## src/rtl/conversor_bcd_pkg.sv

```systemverilog
// Shared definitions for the binary-to-BCD display converter:
// FSM encoding, conversion width, saturation constants.
package conversor_bcd_pkg;

    typedef enum logic [1:0] {
        OCIOSO  = 2'd0,
        CARREGA = 2'd1,
        DESLOCA = 2'd2,
        FIM     = 2'd3
    } estado_t;

    localparam int BITS_CONV     = 14;
    localparam int LIMITE_PADRAO = 9999;
    localparam int N_DIGITOS     = 4;
    localparam int CONT_W        = 5;

    localparam logic [3:0] DIGITO_SAT     = 4'd9;
    localparam logic [3:0] LIMIAR_AJUSTE  = 4'd5;
    localparam logic [3:0] VALOR_AJUSTE   = 4'd3;

    function automatic logic [4*N_DIGITOS-1:0] digitos_saturados();
        return {N_DIGITOS{DIGITO_SAT}};
    endfunction

endpackage

```

## src/rtl/conversor_bcd_if.sv

```systemverilog
// Producer-side bus of the converter: result word in, display digits and status out.
interface conversor_bcd_if #(
    parameter int LARGURA = 32
);
    logic                      escrever;
    logic signed [LARGURA-1:0] entrada;
    logic [3:0]                setseg1;
    logic [3:0]                setseg2;
    logic [3:0]                setseg3;
    logic [3:0]                setseg4;
    logic                      negativo;
    logic                      estouro;
    logic                      ocupado;
    logic                      pronto;

    modport master (
        output escrever, entrada,
        input  setseg1, setseg2, setseg3, setseg4,
        input  negativo, estouro, ocupado, pronto
    );

    modport slave (
        input  escrever, entrada,
        output setseg1, setseg2, setseg3, setseg4,
        output negativo, estouro, ocupado, pronto
    );
endinterface

```

## src/rtl/conversor_bcd_ajusta_bcd.sv

```systemverilog
// Add-3 correction for one BCD digit, applied before each double-dabble shift.
module ajusta_bcd
    import conversor_bcd_pkg::*;
(
    input  logic [3:0] digito_i,
    output logic [3:0] digito_o
);
    assign digito_o = (digito_i >= LIMIAR_AJUSTE) ? (digito_i + VALOR_AJUSTE) : digito_i;
endmodule

```

## src/rtl/conversor_bcd.sv

```systemverilog
// Signed ALU result to four BCD digits with sign and overflow flags,
// converted serially by double-dabble; display outputs change only at the end.
module conversor_bcd
    import conversor_bcd_pkg::*;
#(
    parameter int LARGURA = 32,
    parameter int LIMITE  = LIMITE_PADRAO
) (
    input  logic             clock,
    input  logic             reseta,
    conversor_bcd_if.slave   bus
);

    estado_t estado_q, estado_d;

    logic signed [LARGURA-1:0]  entrada_q;
    logic [LARGURA:0]           magnitude;
    logic                       sinal;
    logic                       satura;

    logic [BITS_CONV-1:0]       bin_q;
    logic [4*N_DIGITOS-1:0]     bcd_q;
    logic [4*N_DIGITOS-1:0]     bcd_aj;
    logic [CONT_W-1:0]          cont_q;
    logic                       neg_q;
    logic                       sat_q;
    logic                       ultimo_desloc;

    logic [4*N_DIGITOS-1:0]     saida_q;
    logic                       negativo_q;
    logic                       estouro_q;
    logic                       pronto_q;

    logic                       ocupado;
    logic                       carrega_saida;

    // Magnitude is one bit wider than the input so the most negative value negates cleanly.
    assign sinal     = entrada_q[LARGURA-1];
    assign magnitude = sinal ? (~{sinal, entrada_q} + 1'b1) : {sinal, entrada_q};
    assign satura    = magnitude > (LARGURA+1)'(LIMITE);

    assign ultimo_desloc = (cont_q == CONT_W'(BITS_CONV - 1));

    generate
        for (genvar gi = 0; gi < N_DIGITOS; gi++) begin : g_ajuste
            ajusta_bcd u_ajusta (
                .digito_i (bcd_q [4*gi +: 4]),
                .digito_o (bcd_aj[4*gi +: 4])
            );
        end
    endgenerate

    always_ff @(posedge clock or negedge reseta) begin
        if (!reseta) begin
            estado_q <= OCIOSO;
        end else begin
            estado_q <= estado_d;
        end
    end

    always_comb begin
        estado_d = estado_q;
        case (estado_q)
            OCIOSO:  if (bus.escrever) estado_d = CARREGA;
            CARREGA: estado_d = satura ? FIM : DESLOCA;
            DESLOCA: if (ultimo_desloc) estado_d = FIM;
            FIM:     estado_d = OCIOSO;
            default: estado_d = OCIOSO;
        endcase
    end

    always_comb begin
        ocupado       = (estado_q != OCIOSO);
        carrega_saida = (estado_q == FIM);
    end

    always_ff @(posedge clock or negedge reseta) begin
        if (!reseta) begin
            entrada_q  <= '0;
            bin_q      <= '0;
            bcd_q      <= '0;
            cont_q     <= '0;
            neg_q      <= 1'b0;
            sat_q      <= 1'b0;
            saida_q    <= '0;
            negativo_q <= 1'b0;
            estouro_q  <= 1'b0;
            pronto_q   <= 1'b0;
        end else begin
            pronto_q <= carrega_saida;
            case (estado_q)
                OCIOSO: begin
                    if (bus.escrever) entrada_q <= bus.entrada;
                end
                CARREGA: begin
                    neg_q  <= sinal;
                    sat_q  <= satura;
                    bin_q  <= magnitude[BITS_CONV-1:0];
                    bcd_q  <= '0;
                    cont_q <= '0;
                end
                DESLOCA: begin
                    bcd_q  <= {bcd_aj[4*N_DIGITOS-2:0], bin_q[BITS_CONV-1]};
                    bin_q  <= {bin_q[BITS_CONV-2:0], 1'b0};
                    cont_q <= cont_q + 1'b1;
                end
                FIM: begin
                    saida_q    <= sat_q ? digitos_saturados() : bcd_q;
                    negativo_q <= neg_q;
                    estouro_q  <= sat_q;
                end
                default: ;
            endcase
        end
    end

    assign bus.setseg1  = saida_q[3:0];
    assign bus.setseg2  = saida_q[7:4];
    assign bus.setseg3  = saida_q[11:8];
    assign bus.setseg4  = saida_q[15:12];
    assign bus.negativo = negativo_q;
    assign bus.estouro  = estouro_q;
    assign bus.ocupado  = ocupado;
    assign bus.pronto   = pronto_q;

endmodule

```

## src/flat_wrapper.sv

```systemverilog
// flat-port wrapper written by rule: the top's interface ports become plain ports
module conversor_bcd_flat import conversor_bcd_pkg::*;
#(
    parameter int LARGURA = 32,
    parameter int LIMITE  = LIMITE_PADRAO
)
  (clock, reseta, bus_escrever, bus_entrada, bus_setseg1, bus_setseg2, bus_setseg3, bus_setseg4, bus_negativo, bus_estouro, bus_ocupado, bus_pronto);
  conversor_bcd_if #(.LARGURA(LARGURA)) bus_i ();
  input  logic clock;
  input  logic reseta;
  input wire logic [$bits(bus_i.escrever)-1:0] bus_escrever;
  input wire logic [$bits(bus_i.entrada)-1:0] bus_entrada;
  output wire logic [$bits(bus_i.setseg1)-1:0] bus_setseg1;
  output wire logic [$bits(bus_i.setseg2)-1:0] bus_setseg2;
  output wire logic [$bits(bus_i.setseg3)-1:0] bus_setseg3;
  output wire logic [$bits(bus_i.setseg4)-1:0] bus_setseg4;
  output wire logic [$bits(bus_i.negativo)-1:0] bus_negativo;
  output wire logic [$bits(bus_i.estouro)-1:0] bus_estouro;
  output wire logic [$bits(bus_i.ocupado)-1:0] bus_ocupado;
  output wire logic [$bits(bus_i.pronto)-1:0] bus_pronto;
  assign bus_i.escrever = bus_escrever;
  assign bus_i.entrada = bus_entrada;
  assign bus_setseg1 = bus_i.setseg1;
  assign bus_setseg2 = bus_i.setseg2;
  assign bus_setseg3 = bus_i.setseg3;
  assign bus_setseg4 = bus_i.setseg4;
  assign bus_negativo = bus_i.negativo;
  assign bus_estouro = bus_i.estouro;
  assign bus_ocupado = bus_i.ocupado;
  assign bus_pronto = bus_i.pronto;
  conversor_bcd #(.LARGURA(LARGURA), .LIMITE(LIMITE)) u_core (.clock(clock), .reseta(reseta), .bus(bus_i));
endmodule
```

## config.mk

```make
export PLATFORM = sky130hd
export DESIGN_NAME = conversor_bcd_flat
export DESIGN_NICKNAME = d
export VERILOG_FILES = /design/src/rtl/conversor_bcd_pkg.sv /design/src/rtl/conversor_bcd_if.sv /design/src/rtl/conversor_bcd_ajusta_bcd.sv /design/src/rtl/conversor_bcd.sv /design/src/flat_wrapper.sv
export SDC_FILE = /design/constraint.sdc
export NUM_CORES = 1
export LEC_CHECK = 0
export BUFFER_PORTS_ARGS = -buffer_cell sky130_fd_sc_hd__buf_2
export CAP_MARGIN = 20
export CORE_ASPECT_RATIO = 0.75
export CORE_UTILIZATION = 59
export DETAILED_ROUTE_END_ITERATION = 12
export GPL_TIMING_DRIVEN = 0
export MAX_ROUTING_LAYER = met4
export PLACE_DENSITY = 0.8
export RECOVER_POWER = 50
export SLEW_MARGIN = 30
export SYNTH_ARGS = -nofsm -noshare
export SYNTH_HDL_FRONTEND = slang
export SYNTH_SLANG_ARGS = --single-unit
```

## constraint.sdc

```tcl
create_clock -name clock -period 3 [get_ports clock]
set_input_delay 0.6 -clock clock [delete_from_list [all_inputs] [get_ports clock]]
set_output_delay 0.6 -clock clock [all_outputs]
set_load 0.01 [all_outputs]
```

## After elaboration in Yosys (flattened, before gate mapping)

Cells that the tools add are included.

| storage, ports and cells | value |
|---|---|
| output and inout bits | 20 |
| register bits after elaboration | 90 |
| logic and storage cells | 47 |
| input bits | 35 |

| cells by class | value |
|---|---|
| order comparisons | 5 |
| mux-type cells | 13 |
| reduce and logical (&&, ||, !) cells | 5 |
| add/subtract/negate cells | 6 |
| equality and inequality tests | 6 |
| bitwise logic cells | 1 |

Operators with widths:

| operator | number |
|---|---|
| adder 33 x 1 -> 33 bit (second input constant) | 1 |
| > comparator 33 x 14 -> 1 bit (second input constant) | 1 |
| two-way mux 33 bit | 1 |
| NOT 33 bit | 1 |
| one-hot mux 16 bit (2 select lines) | 1 |
| one-hot mux 14 bit (2 select lines) | 1 |
| greater-or-equal comparator 4 x 3 -> 1 bit (second input constant) | 4 |
| two-way mux 16 bit | 1 |
| adder 4 x 2 -> 4 bit (second input constant) | 3 |
| two-way mux 4 bit | 3 |
| one-hot mux 5 bit (2 select lines) | 1 |
| one-hot mux 2 bit (4 select lines) | 1 |
| adder 5 x 1 -> 5 bit (second input constant) | 1 |
| equality test 5 x 4 -> 1 bit (second input constant) | 1 |
| equality test 2 bit (second input constant) | 2 |
| two-way mux 2 bit | 2 |
| AND reduction 2 bit | 2 |
| nonzero test 2 bit | 2 |
| adder 3 x 2 -> 3 bit (second input constant) | 1 |
| two-way mux 3 bit | 1 |
| equality test 2 x 1 -> 1 bit (second input constant) | 1 |
| zero test 2 bit | 1 |
| inequality test 2 x 1 -> 1 bit (second input constant) | 1 |
| inequality test 2 bit (second input constant) | 1 |
| two-way mux 1 bit | 1 |

## Logic depth before layout (Yosys ltp)

Gate-level depths: netlist of run 1.

| depth | value |
|---|---|
| depth after elaboration | 6 |
| mapped depth | 10 |

## Cells and area by module

A second synthesis of run 1 with hierarchy kept.

| unflattened totals | value |
|---|---|
| cell total of the unflattened synthesis | 575 |
| area, all modules | 5,331.4 um2 |

Modules (own cells, without submodules):

| module | cells each | area each (um2) | instances |
|---|---|---|---|
| conversor_bcd | 511 | 4,926.0 | 1 |
| ajusta_bcd | 16 | 101.3 | 4 |

## Worst setup path before layout of run 1

OpenSTA, ideal clock, no wires.

| timing path | value |
|---|---|
| path type | register -> register |
| start | register u_core.entrada_q[0] |
| end | register u_core.sat_q |
| setup slack | 0.422 ns |
| data arrival time | 2.443 ns |
| data required time | 2.866 ns |
| clock period less this slack | 2.578 ns |
| setup time | 0.134 ns |
| cell stages (with the launch flop) | 11 |
| cells stage by stage | dfrtp_1 inv_1 ha_1 clkbuf_1 nor2b_1 nand2_2 or4_1 a211oi_1 o2111ai_1 nor4b_2 a31oi_1 |

| between the ends | value |
|---|---|
| longest elaborated chain between the ends | 4 |

RTL lines:

| element | RTL line | RTL |
|---|---|---|
| from (decl) | conversor_bcd.sv:16 | `logic signed [LARGURA-1:0] entrada_q;` |
| from (signal assigned) | conversor_bcd.sv:93 | `if (bus.escrever) entrada_q <= bus.entrada;` |
| NOT 33 bit | conversor_bcd.sv:39 | `assign magnitude = sinal ? (~{sinal, entrada_q} + 1'b1) : {sinal, entrada_q};` |
| adder 33 x 1 -> 33 bit | conversor_bcd.sv:39 |  |
| two-way mux 33 bit * | conversor_bcd.sv:39 |  |
| > comparator 33 x 14 -> 1 bit * | conversor_bcd.sv:40 | `assign satura = magnitude > (LARGURA+1)'(LIMITE);` |
| to (signal assigned) | conversor_bcd.sv:97 | `sat_q <= satura;` |
| to (decl) | conversor_bcd.sv:26 | `logic sat_q;` |

Every way passes the cells marked *; elsewhere a longest branch is shown, timed or not.
A chain may end at the register's enable or synchronous reset.

## Worst setup path after layout of run 1

| timing path | value |
|---|---|
| start | register u_core.entrada_q[4] |
| end | register u_core.estado_q[0] |

| between the ends | value |
|---|---|
| longest elaborated chain between the ends | 6 |

RTL lines:

| element | RTL line | RTL |
|---|---|---|
| NOT 33 bit | conversor_bcd.sv:39 |  |
| adder 33 x 1 -> 33 bit | conversor_bcd.sv:39 |  |
| two-way mux 33 bit * | conversor_bcd.sv:39 |  |
| > comparator 33 x 14 -> 1 bit * | conversor_bcd.sv:40 |  |
| two-way mux 1 bit * | conversor_bcd.sv:65 | `CARREGA: estado_d = satura ? FIM : DESLOCA;` |
| one-hot mux 2 bit (4 select lines) * | conversor_bcd.sv:63 | `case (estado_q)` |
| to (signal assigned) | conversor_bcd.sv:57 | `estado_q <= estado_d;` |
| to (decl) | conversor_bcd.sv:14 | `estado_t estado_q, estado_d;` |

Marks and branches as above.

==> results.md, run 1 <==
* R2R Path End: u_core.estado_q[0]$_DFFE_PN0P_
* Final Hold Violating Endpoints at 0
* Mapped Nets at 559
* Yosys synthesis warning count at 0
* Max incr delay on CP at 640 ps
* Row cnt at 28
* H-Tree Depth at 3
* EDFF count, synth at 0
* Starting Density at 62.9%
* Slowest-stage cell, CP: nor4_2
* Number of antenna violations at the first check in global routing at 0
* Dpl hpwl at 8810 um
* Cell taking the most area after synthesis: dfrtp_1
* Combinational power share at 44.3%
* Final Max Tran Viols at 35
* Setup ws final at 100 ps
* CTS sink cnt at 90
* Clock Skew at 13.0 ps
* Hold Path Sink: u_core.entrada_q[17]$_DFFE_PN0P_
* PD cells at 1020 nW/um2
* Die area at 9040 um2
* Type of the worst min-delay path: input port to flop
* CTS Buf Count at 9
* Switching pwr at 2500 uW
* Fill cells at 624
* Final GP Congestion at 0.946
* # resized after CTS at 0
* Antenna Cells at 0
* Crit Path Class: flop to flop
* WP buf/inv at 1
* Root buffer cell: clkbuf_16
* Min Tclk post-route at 2900 ps
* CP most frequent cell: a21oi_1
* Layout Utilization at 71.8%
* Latest clock arrival within the worst-skew pair at 360 ps
* Lkg Pwr at 0.00243 uW
* Flop2flop setup slack at 100 ps
* Routed WL at 12400 um
* Post-Syn Instances at 508
* Internal Power at 3470 uW
* Crit-path cells: or4_1 > clkbuf_1 > nor4_2 > a41oi_1 > xor2_1 > a21oi_1 > nor4b_2 > a21oi_1
* Failing checks: capacitance limit, slew limit
* Final count of negative-setup-slack endpoints at 0
* Worst Tran Pin Value at 1820 ps
* Yosys top cell area share at ~44%
* # DRC at 0
* Crit-path max FO at 6
* Slew Limit Headroom at -21.6%
* 1st-pass router iterations at 4
* Nets at about 620
* Largest net degree at the start of global routing at between 50 and 60
* GRT Residual Overflow at 0
* Syn_area_per_cell at 10.1 um2
* Core ar. at 8130 um2
* MaxCap Viol Count at 1
* Cell depth of the worst hold path at 2
* FF+latch area at around 2300 um2
* Synthesized area at 5110 um2
* Vias at 4243
* Reg power frac at 34.8%
* CP startpoint kind: flop
* Seq cells post-synth at 90
* Post-synth ARST share at 100%
* Period utilisation layout at 96.7%
* Peak VDD IR at 0.783 mV
* Fmax at 345 MHz
* Die H at 82.6 um
* Critical R2R Launch: u_core.entrada_q[4]$_DFFE_PN0P_
* Global-route usage over all layers at 31.1%
* Status: finished, violations left
* Clock slew at reported path FFs at 70 ps
* Hold_sp: bus_entrada[17]
* Crit-path leading delay family: simple AND/OR/NAND/NOR gates
* Most common cell after layout, fill and taps aside: dfrtp_1
* Port Buf Inserts at 54
* Global-route wire length before repair at 20500 um
* Clock Path Buffers at 2
* Distinct cells, synth at 59
* Die X at ~110 um
* DR vias/cell at 6.21
* Commonest cells after routing, fill and taps aside: dfrtp_1 (90), mux2_2 (47), buf_2 (47)
* Clock power share at between 20% and 30%
* Switching share of power at 41.8%
* Area contributors post-synth: dfrtp_1 (44%), mux2_2 (10%), ha_1 (3.9%)
* Synth Flop Type: dfrtp_1
* Layout cell share with drive strength beyond 1 at 22.0%
* Worst EP required at 3230 ps
* Routed WL per cell at 18.2 um
* Worst Reg-to-Reg Cells at 8
* CTS tree: built
* Hold-fix buffers at CTS at 0
* Pre-CTS worst setup slack at 95.2 ps
* Post-CTS Setup Inserts at 0
* Crit path arrival time at 3130 ps
* RSZ-0062 raised after global routing: false
* Iter 0 DRT Violations at about 360
* Area of the multi-input gates at 2620 um2
* Vias in the first global route at 4156
* Setup_tns at 0 ps
* Layout area overhead at 14.2%
* ANT nets after route at 0
* Nature of the critical path endpoint: flop
* I/O pins at 55
* Register area share after synthesis at between 40% and 50%
-- cell families after synthesis --
group | count (synthesis) | share of synthesized area [%]
simple gates | 154 | 17.7
fa+ha+maj | 16 | 3.92
mux | 49 | 10.8
compound gates | 119 | 15.6
xor+xnor | 19 | 3.26
flops | 90 | 44.1
buf+inv | 61 | 4.73
-- metal layers --
layer / vias to the layer above / track usage, % / share of wire (%) / wire length [um]
met5: - / - / 0 / 0
met4: 0 / 8.00 / 1.0 / 129
met3: 21 / 7.46 / 6.8 / 844
met2: 147 / 48.1 / 45 / 5640
met1: 2093 / 41.3 / 47 / 5820
li1: 1982 / - / - / -
-- power groups by stage --
stage	sequential [uW]	clock (uW)	combinational (uW)
2_1_floorplan	1940	0	1990
3_3_place_gp	2060	0	2520
3_5_place_dp	2080	0	2590
4_1_cts	2060	1260	2630
5_1_grt	2130	1300	2910
6_report	2070	1250	2640
-- per-stage QoR --
step	area, um2	total power, uW	hold slack (ps)	instances
finish	5830	5970	472	683
global route	5830	6350	471	683
CTS	5870	5950	141	684
detailed placement	5540	4670	473	668
global placement	5510	4570	464	667
floorplan	5110	3930	304	508
-- state kept, by name (all words and copies together) (netlist names) --
| signal | cells |
|---|---|
| u_core.cont_q | 5 |
| u_core.estado_q | 2 |
| u_core.bus.pronto | 1 |
| u_core.bus.estouro | 1 |
| u_core.entrada_q | 32 |
| u_core.saida_q | 16 |
| u_core.bcd_q | 16 |
| u_core.bin_q | 14 |
| u_core.neg_q | 1 |
| u_core.bus.negativo | 1 |
| u_core.sat_q | 1 |
-- cell usage after synthesis, drive strengths merged (2+ instances only) --
cell / number
o31a: 2
nand3b: 9
nand2: 29
nor4b: 2
nor2b: 4
o2111ai: 4
o2bb2ai: 9
a41oi: 4
nor2: 37
xnor2: 10
a21o: 2
nand4: 5
buf: 7
nand4b: 2
and3: 4
a211oi: 2
inv: 31
a41o: 2
or2: 3
mux2: 48
nor4: 10
and4: 2
or3: 7
nand3: 10
o22ai: 4
o21ai: 35
a31oi: 7
o31ai: 5
xor2: 9
a21oi: 24
clkbuf: 23
a32oi: 2
dfrtp: 90
ha: 16
nor3: 9
o41ai: 5
nand2b: 11
o32ai: 4
or4: 4
nor3b: 6
-- worst max path at each step --
stage	to	slack, ps	cells past startpoint	startpoint
floorplan	u_core.sat_q$_DFFE_PN0N_	420	10	u_core.entrada_q[0]$_DFFE_PN0P_
global placement	u_core.sat_q$_DFFE_PN0N_	110	10	u_core.entrada_q[0]$_DFFE_PN0P_
detailed placement	u_core.sat_q$_DFFE_PN0N_	100	10	u_core.entrada_q[0]$_DFFE_PN0P_
CTS	u_core.sat_q$_DFFE_PN0N_	100	10	u_core.entrada_q[0]$_DFFE_PN0P_
global route	u_core.sat_q$_DFFE_PN0N_	30	8	u_core.entrada_q[4]$_DFFE_PN0P_
finish	u_core.estado_q[0]$_DFFE_PN0P_	100	8	u_core.entrada_q[4]$_DFFE_PN0P_
-- cell type report --
| cell class | count | share of cell area, % |
|---|---|---|
| multi-input cells | 357 | 44.9 |
| flip-flops and latches | 90 | 38.6 |
| repair buffers | 55 | 4.59 |
| clock buffers | 9 | 3.86 |
| well taps | 105 | 2.25 |
| plain buffers | 29 | 2.08 |
| inverters | 31 | 2.00 |
| clock inverters | 7 | 1.72 |
Note: power is estimated with default switching activity, not from simulation.
==> inputs of run 2 (changes only) <==
- ABC_AREA: unset -> 1
==> results.md, run 2 <==
* Routed WL per cell at 14.9 um (-18%)
* Clock Skew at 8.59 ps (-4.37 ps)
* GRT Residual Overflow at 0 (unchanged)
* Register area share after synthesis at 43.9% (-0.17 points)
* Latest clock arrival within the worst-skew pair at 340 ps (-20 ps)
* Final GP Congestion at 0.967 (+2.2%)
* Max incr delay on CP at 640 ps (about the same)
* EDFF count, synth at 0 (unchanged)
* Dpl hpwl at 9490 um (+7.7%)
* Synth Flop Type: dfrtp_1
* Antenna Cells at 0 (unchanged)
* Vias in the first global route at 4416 (+6.3%)
* Layout cell share with drive strength beyond 1 at 12.4% (-9.5 points)
* Cell taking the most area after synthesis: dfrtp_1
* Crit Path Class: flop to flop
* Core ar. at 8450 um2 (+4.0%)
* CTS tree: built
* Commonest cells after routing, fill and taps aside: nand2_1 (184), nor2_1 (106), dfrtp_1 (90)
* Nets at 818 (+31%)
* Post-Syn Instances at 701 (+38%)
* Fmax at 393 MHz (+14%)
* Setup_tns at 0 ps (unchanged)
* Type of the worst min-delay path: input port to flop
* CTS Buf Count at 9 (unchanged)
* Global-route usage over all layers at 31.2% (+0.092 points)
* Mapped Nets at 752 (+35%)
* Most frequent cell after synthesis: nand2_1
* RSZ-0062 raised after global routing: false
* # resized after CTS at 0 (unchanged)
* Global-route wire length before repair at 20700 um (+1.0%)
* Largest register FFs at 32 (unchanged)
* Min Tclk post-route at 2550 ps (-353 ps)
* Largest reg by FF count: u_core.entrada_q
* Distinct cells, synth at 30 (-49%)
* Slew Limit Headroom at -52.8% (-31 points)
* Crit-path leading delay family: buffers and inverters
* Vias at 4879 (+15%)
* Peak VDD IR at 0.640 mV (-18%)
* MaxCap Viol Count at 1 (unchanged)
* Clock slew at reported path FFs at 70 ps (about the same)
* Most common cell after layout, fill and taps aside: nand2_1
* Largest net degree at the start of global routing at 52 (-10%)
* Worst EP required at 3250 ps (+20 ps)
* Hold-fix buffers at CTS at 0 (unchanged)
* Post-synth ARST share at 100% (unchanged)
* I/O pins at 55 (unchanged)
* Yosys top cell area share at 43.9% (-0.17 points)
* Area contributors post-synth: dfrtp_1 (44%), nand2_1 (13%), nor2_1 (7.8%)
* WP buf/inv at 3 (+2)
* Largest regs: u_core.entrada_q: 32 flops, u_core.bcd_q: 16 flops, u_core.saida_q: 16 flops
* Final count of negative-setup-slack endpoints at 0 (unchanged)
* Syn_area_per_cell at 7.32 um2 (-27%)
* Final Max Tran Viols at 40 (+14%)
* Nature of the critical path endpoint: flop
* Top cells by count, synth: nand2_1 (184), nor2_1 (106), dfrtp_1 (90)
* Seq cells post-synth at 90 (unchanged)
* Routed WL at 13100 um (+5.1%)
* Period utilisation layout at 84.9% (-12 points)
* Port Buf Inserts at 54 (unchanged)
* Crit-path cells: ha_1 > clkbuf_1 > inv_1 > nor2_1 > inv_1 > o21ai_0
* Final Hold Violating Endpoints at 0 (unchanged)
* Die area at 9070 um2 (+0.39%)
* CP most frequent cell: inv_1
* Post-CTS Setup Inserts at 0 (unchanged)
* PD cells at 976 nW/um2 (-4.6%)
* H-Tree Depth at 3 (unchanged)
* Root buffer cell: clkbuf_16
* # DRC at 0 (unchanged)
* CTS sink cnt at 90 (unchanged)
* Starting Density at 60.7% (-2.2 points)
* Iter 0 DRT Violations at 383 (+6.7%)
* Status: finished, violations left
* Failing checks: capacitance limit, slew limit
* Row cnt at 29 (+3.6%)
* Number of antenna violations at the first check in global routing at 0 (unchanged)
* Crit path arrival time at 2790 ps (-340 ps)
* Die H at 82.7 um (+0.19%)
* Crit-path max FO at 10 (+4)
* Yosys synthesis warning count at 0 (unchanged)
* Lkg Pwr at 0.00293 uW (+21%)
* ANT nets after route at 0 (unchanged)
* Hold Slack at 487 ps (+15.3 ps)
* Slowest-stage cell, CP: nor2_1
* Synthesized area at 5130 um2 (+0.39%)
* CP startpoint kind: flop
* Worst Tran Pin Value at 2290 ps (+467 ps)
* Die X at 110 um (+0.19%)
* Layout area overhead at 13.5%
* 1st-pass router iterations at 5 (+1)
* Clock Path Buffers at 2 (unchanged)
* DR vias/cell at 5.54 (-11%)
run 2: cell types whose count changed in the layout (fill, tap and decap cells not counted), sizes merged, moves of 8 or more:
cell     previous run  this run
nand2              29       199
nor2               37       118
inv                33        81
mux2               48         1
nand3              10        55
a21oi              24        44
nand2b             11         0
nor4               10         0
xnor2              10         0
o2bb2ai             9         0
nand3b              9         1
run 2: layer usage:
layer,routed length [um],track usage [%],vias to the layer above
li1,-,-,2376
met1,5890,42.0,2273
met2,5890,47.0,201
met3,1090,6.83,29
met4,199,10.1,0
met5,0,-,-
run 2: report_power, final:
part           switching, uW  leakage, uW  internal [uW]
Combinational           1790      0.00171            834
Sequential               348      0.00109           1650
Clock                    494     0.000129            564
run 2: area by class of cell:
class / count / area, um2
Fill cell: 703 / 2630
Clock inverter: 6 / 42.5
Tap cell: 108 / 135
Buffer: 20 / 87.6
Inverter: 80 / 300
Multi-Input combinational cell: 511 / 2490
Sequential cell: 90 / 2250
Timing Repair Buffer: 55 / 287
Clock buffer: 10 / 229
run 2: final timing paths:
path,startpoint,end,slack (ps),cells past startpoint
worst max-delay path,u_core.estado_q[0]$_DFFE_PN0P_,u_core.saida_q[5]$_DFFE_PN0P_,450,6
worst min-delay path,bus_entrada[2],u_core.entrada_q[2]$_DFFE_PN0P_,490,2
worst max register to register,u_core.estado_q[0]$_DFFE_PN0P_,u_core.saida_q[5]$_DFFE_PN0P_,450,6
worst min register to register,u_core.saida_q[10]$_DFFE_PN0P_,u_core.saida_q[10]$_DFFE_PN0P_,490,2
max in group asynchronous,reseta,u_core.bin_q[7]$_DFFE_PN0P_,750,1
min in group asynchronous,reseta,u_core.saida_q[9]$_DFFE_PN0P_,940,1
run 2: cell families (layout without fill, tap and decap cells):
family	after synthesis	after routing	share of synthesized area, %
and+or+nand+nor	386	386	32.5
xor gates and xnor gates	6	6	1.02
muxes	1	1	0.220
adders and majority gates	16	16	3.90
AOI/OAI and AO/OA	102	102	10.8
buffers and inverters	100	171	7.59
DFF	90	90	43.9
run 2: worst reg2reg max path: cells and delay by family, from the launching register on:
family	cells	cell delay [ps]
buffers and inverters	3	900
adders and majority gates	1	210
and+or+nand+nor	1	640
DFF	1	420
AOI/OAI and AO/OA	1	290
run 2: through the flow:
stage          area, um2  instances  power [uW]  util [%]  setup slack [ps]
2_1_floorplan       5130        701        3810         -              1150
3_3_place_gp        5530        863        4470      65.5               538
4_1_cts             5840        880        5640      69.1               460
5_1_grt             5820        880        6110      68.8               249
6_report            5820        880        5680      68.8               453
3_5_place_dp        5570        864        4580      65.9               505
==> inputs of run 3 (changes only) <==
- clock period: 3 -> 2.6 ns (I/O delays scaled with it)
==> results.md, run 3 (synthesized netlist as in run 2, its figures left out) <==
* Routed WL at 13100 um (-0.15%)
* Critical Path End: u_core.bin_q[3]$_DFFE_PN0P_
* Internal Power at 3520 uW (+15%)
* Hold_sp: bus_entrada[2]
* Crit-path leading delay family: buffers and inverters
* Number of antenna violations at the first check in global routing at 0 (unchanged)
* Worst Tran Pin Value at 1870 ps (-417 ps)
* 1st-pass router iterations at 6 (+1)
* Antenna Cells at 0 (unchanged)
* Clock power share at 18.5% (about the same)
* Nets at 818 (unchanged)
* FF+latch area at 2250 um2 (unchanged)
* Port Buf Inserts at 54 (unchanged)
* I/O pins at 55 (unchanged)
* Worst EP required at 2870 ps (-380 ps)
* Combinational power share at 46.3% (about the same)
* ANT nets after route at 0 (unchanged)
* MaxCap Viol Count at 1 (unchanged)
* Final GP Congestion at 0.967 (unchanged)
* Crit-path cells: inv_1 > ha_1 > clkbuf_1 > nand2_1 > inv_1 > clkbuf_1 > nand2_1 > nand3_1
* Peak VDD IR at 0.736 mV (+15%)
* Die area at 9070 um2 (unchanged)
* Status: finished, violations left
* Clock Skew at 8.83 ps (+0.241 ps)
* Dpl hpwl at 9490 um (unchanged)
* Switching pwr at 3030 uW (+15%)
* # DRC at 0 (unchanged)
* Clock slew at reported path FFs at 70 ps (about the same)
* GRT Residual Overflow at 0 (unchanged)
* Critical R2R Launch: u_core.estado_q[0]$_DFFE_PN0P_
* R2R Path End: u_core.bin_q[3]$_DFFE_PN0P_
* Die H at 82.7 um (unchanged)
* Layout cell share with drive strength beyond 1 at 12.7% (+0.26 points)
* Root buffer cell: clkbuf_16
* Fill cells at 701 (-0.28%)
* Clock Path Buffers at 2 (unchanged)
* Reg power frac at 35.2% (about the same)
* Period utilisation layout at 91.1% (+6.2 points)
* Largest regs: u_core.entrada_q: 32 flops, u_core.bcd_q: 16 flops, u_core.saida_q: 16 flops
* PD cells at 1120 nW/um2 (+15%)
* CTS Buf Count at 9 (unchanged)
* Die X at 110 um (unchanged)
* Cell depth of the worst hold path at 2 (unchanged)
* Global-route usage over all layers at 31.2% (unchanged)
* Failing checks: capacitance limit, slew limit
* Latest clock arrival within the worst-skew pair at 340 ps (about the same)
* Commonest cells after routing, fill and taps aside: nand2_1 (184), nor2_1 (105), dfrtp_1 (90)
* Non-Filler Instances at 880 (unchanged)
* RSZ-0062 raised after global routing: false
* Worst Reg-to-Reg Cells at 8 (+2)
* CP startpoint kind: flop
* Final Hold Violating Endpoints at 0 (unchanged)
* Slowest-stage cell, CP: dfrtp_1
* Iter 0 DRT Violations at 363 (-5.2%)
* Vias in the first global route at 4416 (unchanged)
* Final count of negative-setup-slack endpoints at 0 (unchanged)
* Fmax at 422 MHz (+7.5%)
* DR vias/cell at 5.58 (+0.57%)
* Starting Density at 60.7% (unchanged)
* Crit-path max FO at 10 (unchanged)
* Crit path arrival time at 2640 ps (-150 ps)
* Largest reg by FF count: u_core.entrada_q
* Type of the worst min-delay path: input port to flop
* CTS tree: built
* Setup_tns at 0 ps (unchanged)
* H-Tree Depth at 3 (unchanged)
* Layout area overhead at 13.7%
* WP buf/inv at 4 (+1)
* Lkg Pwr at 0.00293 uW (+0.25%)
* Crit Path Class: flop to flop
* Min Tclk post-route at 2370 ps (-177 ps)
* Nature of the critical path endpoint: flop
* Flop2flop setup slack at 230 ps (-220 ps)
* Critical Path Start: u_core.estado_q[0]$_DFFE_PN0P_
* Largest register FFs at 32 (unchanged)
* Routed WL per cell at 14.8 um (-0.15%)
* Global-route wire length before repair at 20700 um (unchanged)
* Area of the multi-input gates at 2490 um2 (+0.10%)
* Vias at 4907 (+0.57%)
* Final Max Tran Viols at 40 (unchanged)
* Row cnt at 29 (unchanged)
* Hold-fix buffers at CTS at 0 (unchanged)
* Worst path depth at 8 (+2)
* Slew Limit Headroom at -25.0% (+28 points)
* Largest net degree at the start of global routing at 52 (unchanged)
* CTS sink cnt at 90 (unchanged)
* Most common cell after layout, fill and taps aside: nand2_1
* Core ar. at 8450 um2 (unchanged)
* DP Cell Count at 864 (unchanged)
* Switching share of power at 46.3% (-0.071 points)
* Max incr delay on CP at 420 ps (-220 ps)
[run 3: cell count changes in the layout (fill, tap and decap cells not counted), sizes merged]
cell	change
clkbuf	-1
dlygate4sd2	+1
[run 3: layout make-up]
type | count | share of cell area, %
plain buffers | 20 | 1.52
multi-input cells | 511 | 42.7
flip-flops and latches | 90 | 38.6
clock inverters | 6 | 0.730
repair buffers | 55 | 5.00
clock buffers | 10 | 3.93
inverters | 80 | 5.15
well taps | 108 | 2.32
[run 3: through the flow]
step,total power [uW],hold WS (ps),area (um2),utilization (%),worst slack [ps]
2_1_floorplan,4390,224,5130,-,748
3_3_place_gp,5150,463,5530,65.5,204
3_5_place_dp,5290,454,5570,65.9,105
4_1_cts,6510,92.2,5840,69.1,59.8
5_1_grt,7050,415,5830,69.0,22.0
6_report,6550,407,5830,69.0,230
[run 3: what timing repair did]
action                     4_1_cts  5_1_grt
resized for setup                0        3
setup endpoints to repair        0       16
hold endpoints to repair         0        0
buffers inserted                 0        0
[run 3: power groups by stage]
stage | clock network [uW] | logic, uW | registers, uW
CTS | 1220 | 3000 | 2290
global route | 1280 | 3410 | 2360
detailed placement | 0 | 2980 | 2310
floorplan | 0 | 2130 | 2260
finish | 1210 | 3030 | 2300
global placement | 0 | 2870 | 2290
[run 3: worst min-delay path by stage]
stage | end | slack [ps]
CTS | u_core.bcd_q[9]$_DFFE_PN0P_ | 90
finish | u_core.entrada_q[2]$_DFFE_PN0P_ | 410
detailed placement | u_core.saida_q[9]$_DFFE_PN0P_ | 450
global route | u_core.entrada_q[2]$_DFFE_PN0P_ | 420
global placement | u_core.saida_q[9]$_DFFE_PN0P_ | 460
floorplan | u_core.bcd_q[0]$_DFFE_PN0P_ | 220
[run 3: worst register-to-register path, stage by stage (launching register included)]
cell and delay [ps]:
dfrtp_1 420, inv_1 110, ha_1 280, clkbuf_1 280
nand2_1 300, inv_1 280, clkbuf_1 390, nand2_1 130
nand3_1 120
[run 3: per-layer routing]
metal | vias to the layer above | global-route usage, % | routed length (um)
li1 | 2370 | - | -
met3 | 27 | 6.83 | 1070
met4 | 0 | 10.1 | 188
met1 | 2299 | 42.0 | 5890
met5 | - | - | 0
met2 | 211 | 47.0 | 5920
